--- config.mk ---
export PLATFORM = sky130hd
export DESIGN_NAME = lidar_frame_processor
export DESIGN_NICKNAME = d
export VERILOG_FILES = /design/src/rtl/lidar_frame_processor.sv
export SDC_FILE = /design/constraint.sdc
export NUM_CORES = 1
export LEC_CHECK = 0
export ABC_AREA = 1
export BUFFER_PORTS_ARGS = -buffer_cell sky130_fd_sc_hd__buf_4
export CAP_MARGIN = 20
export CORE_MARGIN = 8
export CORE_UTILIZATION = 40
export CTS_CLUSTER_DIAMETER = 30
export DETAILED_ROUTE_END_ITERATION = 10
export SLEW_MARGIN = 15
export SYNTH_ARGS = -nofsm -noshare
export SYNTH_HDL_FRONTEND = slang
export SYNTH_SLANG_ARGS = --single-unit
--- constraint.sdc ---
create_clock -name clock -period 2.6 [get_ports clock]
set_input_delay 0.78 -clock clock [delete_from_list [all_inputs] [get_ports clock]]
set_output_delay 0.78 -clock clock [all_outputs]
set_load 0.01 [all_outputs]
--- src/rtl/lidar_frame_processor.sv ---
// LiDAR frame processor: hunts for the frame header, scans the distance samples
// for max/min angle, validates the XOR checksum and launches the result to the
// UART transmitter via the flashin / tx_busy handshake.
module lidar_frame_processor #(
    parameter int unsigned NUM_SAMPLES  = 8,
    parameter logic [15:0] ALERT_THRESH = 16'd500,
    parameter int unsigned FLASH_CYCLES = 4,
    parameter int unsigned BUSY_TIMEOUT = 8,
    parameter logic [15:0] HEADER       = 16'h55AA
) (
    input  logic        clock,
    input  logic        reset,
    input  logic [7:0]  rx_byte,
    input  logic        rx_valid,
    input  logic        tx_busy,
    output logic [15:0] lidar_header,
    output logic [47:0] data,
    output logic        flashin,
    output logic        frame_err,
    output logic        tx_timeout,
    output logic        busy
);

    typedef enum logic [2:0] {
        StHunt0,
        StHunt1,
        StSampHi,
        StSampLo,
        StCheck,
        StLaunch,
        StWaitBusy,
        StWaitDone
    } state_e;

    state_e      state_q, state_d;
    logic [7:0]  idx_q, idx_d;
    logic [7:0]  chk_q, chk_d;
    logic [7:0]  hi_q, hi_d;
    logic [15:0] max_q, max_d;
    logic [15:0] min_q, min_d;
    logic [7:0]  max_ang_q, max_ang_d;
    logic [7:0]  min_ang_q, min_ang_d;
    logic [15:0] cnt_q, cnt_d;
    logic [47:0] data_q, data_d;
    logic        flash_q, flash_d;
    logic        err_q, err_d;
    logic        tmo_q, tmo_d;

    logic [15:0] sample;
    assign sample = {hi_q, rx_byte};

    // Next-state and datapath decode; every register holds unless a rule fires.
    always_comb begin
        state_d   = state_q;
        idx_d     = idx_q;
        chk_d     = chk_q;
        hi_d      = hi_q;
        max_d     = max_q;
        min_d     = min_q;
        max_ang_d = max_ang_q;
        min_ang_d = min_ang_q;
        cnt_d     = cnt_q;
        data_d    = data_q;
        flash_d   = flash_q;
        err_d     = 1'b0;
        tmo_d     = 1'b0;
        case (state_q)
            StHunt0: begin
                if (rx_valid && rx_byte == HEADER[15:8]) state_d = StHunt1;
            end
            StHunt1: begin
                if (rx_valid) begin
                    if (rx_byte == HEADER[7:0]) begin
                        state_d   = StSampHi;
                        idx_d     = 8'd0;
                        chk_d     = 8'd0;
                        max_d     = 16'h0000;
                        min_d     = 16'hFFFF;
                        max_ang_d = 8'd0;
                        min_ang_d = 8'd0;
                    end else if (rx_byte != HEADER[15:8]) begin
                        // A repeated first header byte keeps us aligned.
                        state_d = StHunt0;
                    end
                end
            end
            StSampHi: begin
                if (rx_valid) begin
                    hi_d    = rx_byte;
                    chk_d   = chk_q ^ rx_byte;
                    state_d = StSampLo;
                end
            end
            StSampLo: begin
                if (rx_valid) begin
                    chk_d = chk_q ^ rx_byte;
                    // Strict compares so ties keep the lowest index.
                    if (sample > max_q) begin
                        max_d     = sample;
                        max_ang_d = idx_q;
                    end
                    if (sample < min_q) begin
                        min_d     = sample;
                        min_ang_d = idx_q;
                    end
                    if (idx_q == 8'(NUM_SAMPLES - 1)) begin
                        state_d = StCheck;
                    end else begin
                        idx_d   = idx_q + 8'd1;
                        state_d = StSampHi;
                    end
                end
            end
            StCheck: begin
                if (rx_valid) begin
                    if (rx_byte == chk_q) begin
                        data_d  = {8'h00, max_ang_q, 8'h00, min_ang_q,
                                   15'h0000, (min_q < ALERT_THRESH)};
                        cnt_d   = 16'd0;
                        state_d = StLaunch;
                    end else begin
                        err_d   = 1'b1;
                        state_d = StHunt0;
                    end
                end
            end
            StLaunch: begin
                // Once started, the flashin burst runs to completion regardless of tx_busy.
                if (flash_q) begin
                    if (cnt_q == 16'(FLASH_CYCLES)) begin
                        flash_d = 1'b0;
                        cnt_d   = 16'd0;
                        state_d = StWaitBusy;
                    end else begin
                        cnt_d = cnt_q + 16'd1;
                    end
                end else if (!tx_busy) begin
                    flash_d = 1'b1;
                    cnt_d   = 16'd1;
                end
            end
            StWaitBusy: begin
                if (tx_busy) begin
                    state_d = StWaitDone;
                end else if (cnt_q == 16'(BUSY_TIMEOUT - 1)) begin
                    tmo_d   = 1'b1;
                    state_d = StHunt0;
                end else begin
                    cnt_d = cnt_q + 16'd1;
                end
            end
            StWaitDone: begin
                if (!tx_busy) state_d = StHunt0;
            end
            default: state_d = StHunt0;
        endcase
    end

    // State register with synchronous reset.
    always_ff @(posedge clock) begin
        if (reset) state_q <= StHunt0;
        else       state_q <= state_d;
    end

    // Datapath and registered output flops with synchronous reset.
    always_ff @(posedge clock) begin
        if (reset) begin
            idx_q     <= 8'd0;
            chk_q     <= 8'd0;
            hi_q      <= 8'd0;
            max_q     <= 16'd0;
            min_q     <= 16'd0;
            max_ang_q <= 8'd0;
            min_ang_q <= 8'd0;
            cnt_q     <= 16'd0;
            data_q    <= 48'd0;
            flash_q   <= 1'b0;
            err_q     <= 1'b0;
            tmo_q     <= 1'b0;
        end else begin
            idx_q     <= idx_d;
            chk_q     <= chk_d;
            hi_q      <= hi_d;
            max_q     <= max_d;
            min_q     <= min_d;
            max_ang_q <= max_ang_d;
            min_ang_q <= min_ang_d;
            cnt_q     <= cnt_d;
            data_q    <= data_d;
            flash_q   <= flash_d;
            err_q     <= err_d;
            tmo_q     <= tmo_d;
        end
    end

    assign lidar_header = HEADER;
    assign data         = data_q;
    assign flashin      = flash_q;
    assign frame_err    = err_q;
    assign tx_timeout   = tmo_q;
    assign busy         = !(state_q == StHunt0 || state_q == StHunt1);

endmodule

==> results.tsv <==
metric	value	unit
nets	1059	
Setup Skew	14.6	ps
DIE WIDTH	146	um
ANT cells	0	
worst reg2reg path endpoint	cnt_q[1]	
WL final	16400	um
pin count of the biggest net entering global routing	49	
Worst Path Arrival	2420	ps
vias per cell	4.96	
IO Count	80	
layout cells sized above 1	0.104	
CTS Buf Count	9	
Rows	47	
GP Congestion	0.851	
Synth Register Bits	111	
Hold Path Sink	data[34]	
dpl hpwl	11800	um
r2r setup slk	470	ps
setup ws final	471	ps
final core utilization	0.449	
most frequent cells in the layout	nand2_1 (190), dfxtp_1 (111), inv_1 (103)	
Synth Cell Area	6810	sq um
post-synth top area share	0.326	
post-route ant nets	0	
Initial Util	0.409	
Hold WS	451	ps
# setup viols final	0	
RSZ-0062 raised after global routing	no	
clk sinks	111	
area grow syn2layout	9.81	%
Slew Limit Fails	0	
Final Critical Period	2130	ps
Clock Root Buffer	clkbuf_16	
Fin. Hold Viols	0	
yosys warns	0	
worst-case vdd ir drop	484	uV
Area contributors post-synth	dfxtp_1 (33%), nand2_1 (10%), a21oi_1 (7.1%)	
Post-CTS Setup Repair Bufs	0	
r2r worst-path depth	10	
wire length on met1	8070	um
synthesized instance count	993	
crit path max fanout	16	
post-synth cell types	42	
r2r startpoint	state_q[0]	
htree depth	3	
TritonCTS clock tree	built	
Hold WC Path Type	reg2reg	
hold depth	2	
Bufs on Longest Clock Path	2	
Worst Setup Start Kind	register	
Vias	6136	
Power Density	795	nW/um^2
commonest non-fill, non-tap cell in the layout	nand2_1	
GR Overflow Total	0	
syn avg cell area	6.86	sq um
die area	21500	sq um
fmax	0.470	GHz
Avg WL per Cell	13.2	um
status	finished, final reports clean	
post-synth top area cell	dfxtp_1	
initial antenna violation count	0	
Top Layer Used	met4	
1st-iter DRT viols	376	
Leak	3.06	nW
DRC violations left	0	
GR Util All Layers	0.152	
# resized after CTS	0	
CORE AREA	16600	sq um
Die Y	146	um
setup TNS	0	ps
crit end category	register	
cts hold-fix bufs	0	
Worst-Margin Slew	504	ps
CP Class	reg2reg	
fill count	1771	
Worst slew margin	0.663	
vias in the first global route	5570	
hold path start	data[34]	
Seq/Total Area, Yosys	0.326	
total power	5.95	mW
met3 wire length	671	um
part of the cycle the worst path needs	0.819	
TritonRoute pass-1 iters	5	
Port Buffers	32	
clk slew on worst S/H paths	80	ps
first-pass GRT wire length	27600	um
met2 wire len	7510	um
max-cap viol count	0	
setup slack at placement	87.8	ps
CP required	2890	ps
clock latency on the worst-skew pair	370	ps
sequential cells by signal, summed over array words and instances (netlist names):
signal,flops
chk_q,8
cnt_q,16
data,17
flashin,1
frame_err,1
hi_q,8
idx_q,8
max_ang_q,8
max_q,16
min_ang_q,8
min_q,16
state_q,3
tx_timeout,1
worst max path at each step:
stage	endpoint	startpoint	slack [ps]
final	cnt_q[1]	state_q[0]	470
after global routing	max_q[12]	rx_byte[1]	260
after CTS	cnt_q[1]	state_q[0]	470
after detailed placement	max_ang_q[2]	rx_byte[1]	90
after global placement	max_ang_q[2]	rx_byte[1]	110
after floorplan	max_ang_q[0]	rx_byte[1]	290
worst max-delay path, stage by stage, from the launching register on:
cell and delay [ps]:
dfxtp_1 590, inv_2 150, nor3_4 320, buf_4 200
nand2_1 60, nand2_1 90, o21ai_2 90, nand3_4 120
buf_4 220, nand2_1 70, a21oi_1 140
cell type report:
| type | instances | area [sq um] | area share |
|---|---|---|---|
| clock buffers | 9 | 225 | 0.0301 |
| clock inverters | 7 | 86.3 | 0.0115 |
| inverters | 113 | 424 | 0.0567 |
| multi-input cells | 721 | 3770 | 0.504 |
| flip-flops and latches | 111 | 2220 | 0.297 |
| well taps | 220 | 275 | 0.0368 |
| repair buffers | 57 | 478 | 0.0639 |
report_power, final:
group          internal, mW  leakage [nW]  switching [mW]
Sequential             1.99         0.901           0.202
Clock                 0.690         0.150           0.738
Combinational         0.886          2.01            1.44
per-stage QoR:
stage / cell area, sq um / cells
2_1_floorplan: 6980 / 1038
3_3_place_gp: 7170 / 1222
3_5_place_dp: 7170 / 1222
4_1_cts: 7480 / 1238
5_1_grt: 7480 / 1238
6_report: 7480 / 1238
synth_stat cells, drive strengths merged:
library cell / count
clkbuf: 25
nand3: 88
nand2: 195
ha: 34
nor4: 3
o31a: 1
nor2: 108
conb: 2
a21oi: 96
nand3b: 1
o211a: 8
or2: 2
o41ai: 1
o31ai: 1
buf: 68
xnor2: 8
dfxtp: 111
o21ai: 44
o211ai: 1
nand4: 53
o21a: 1
xor2: 10
a211oi: 1
o22ai: 1
nor3: 17
inv: 113
cell families (layout without fill, tap and decap cells):
group	count (synthesis)	after routing	share of synthesized area
buffers and inverters	206	186	0.146
AO/OA/AOI/OAI	155	155	0.125
other	2	47	0.00110
flip-flops	111	111	0.326
adder cells (fa/ha/maj)	34	34	0.0625
AND/OR/NAND/NOR	467	467	0.316
XOR/XNOR	18	18	0.0232
per-layer routing:
metal | global-route usage | vias to the layer above
met2 | 0.247 | 106
met4 | 0.0381 | 0
li1 | - | 3224
met3 | 0.0281 | 13
met1 | 0.204 | 2793
met5 | 0 | -
(Power assumes the default switching activity.)
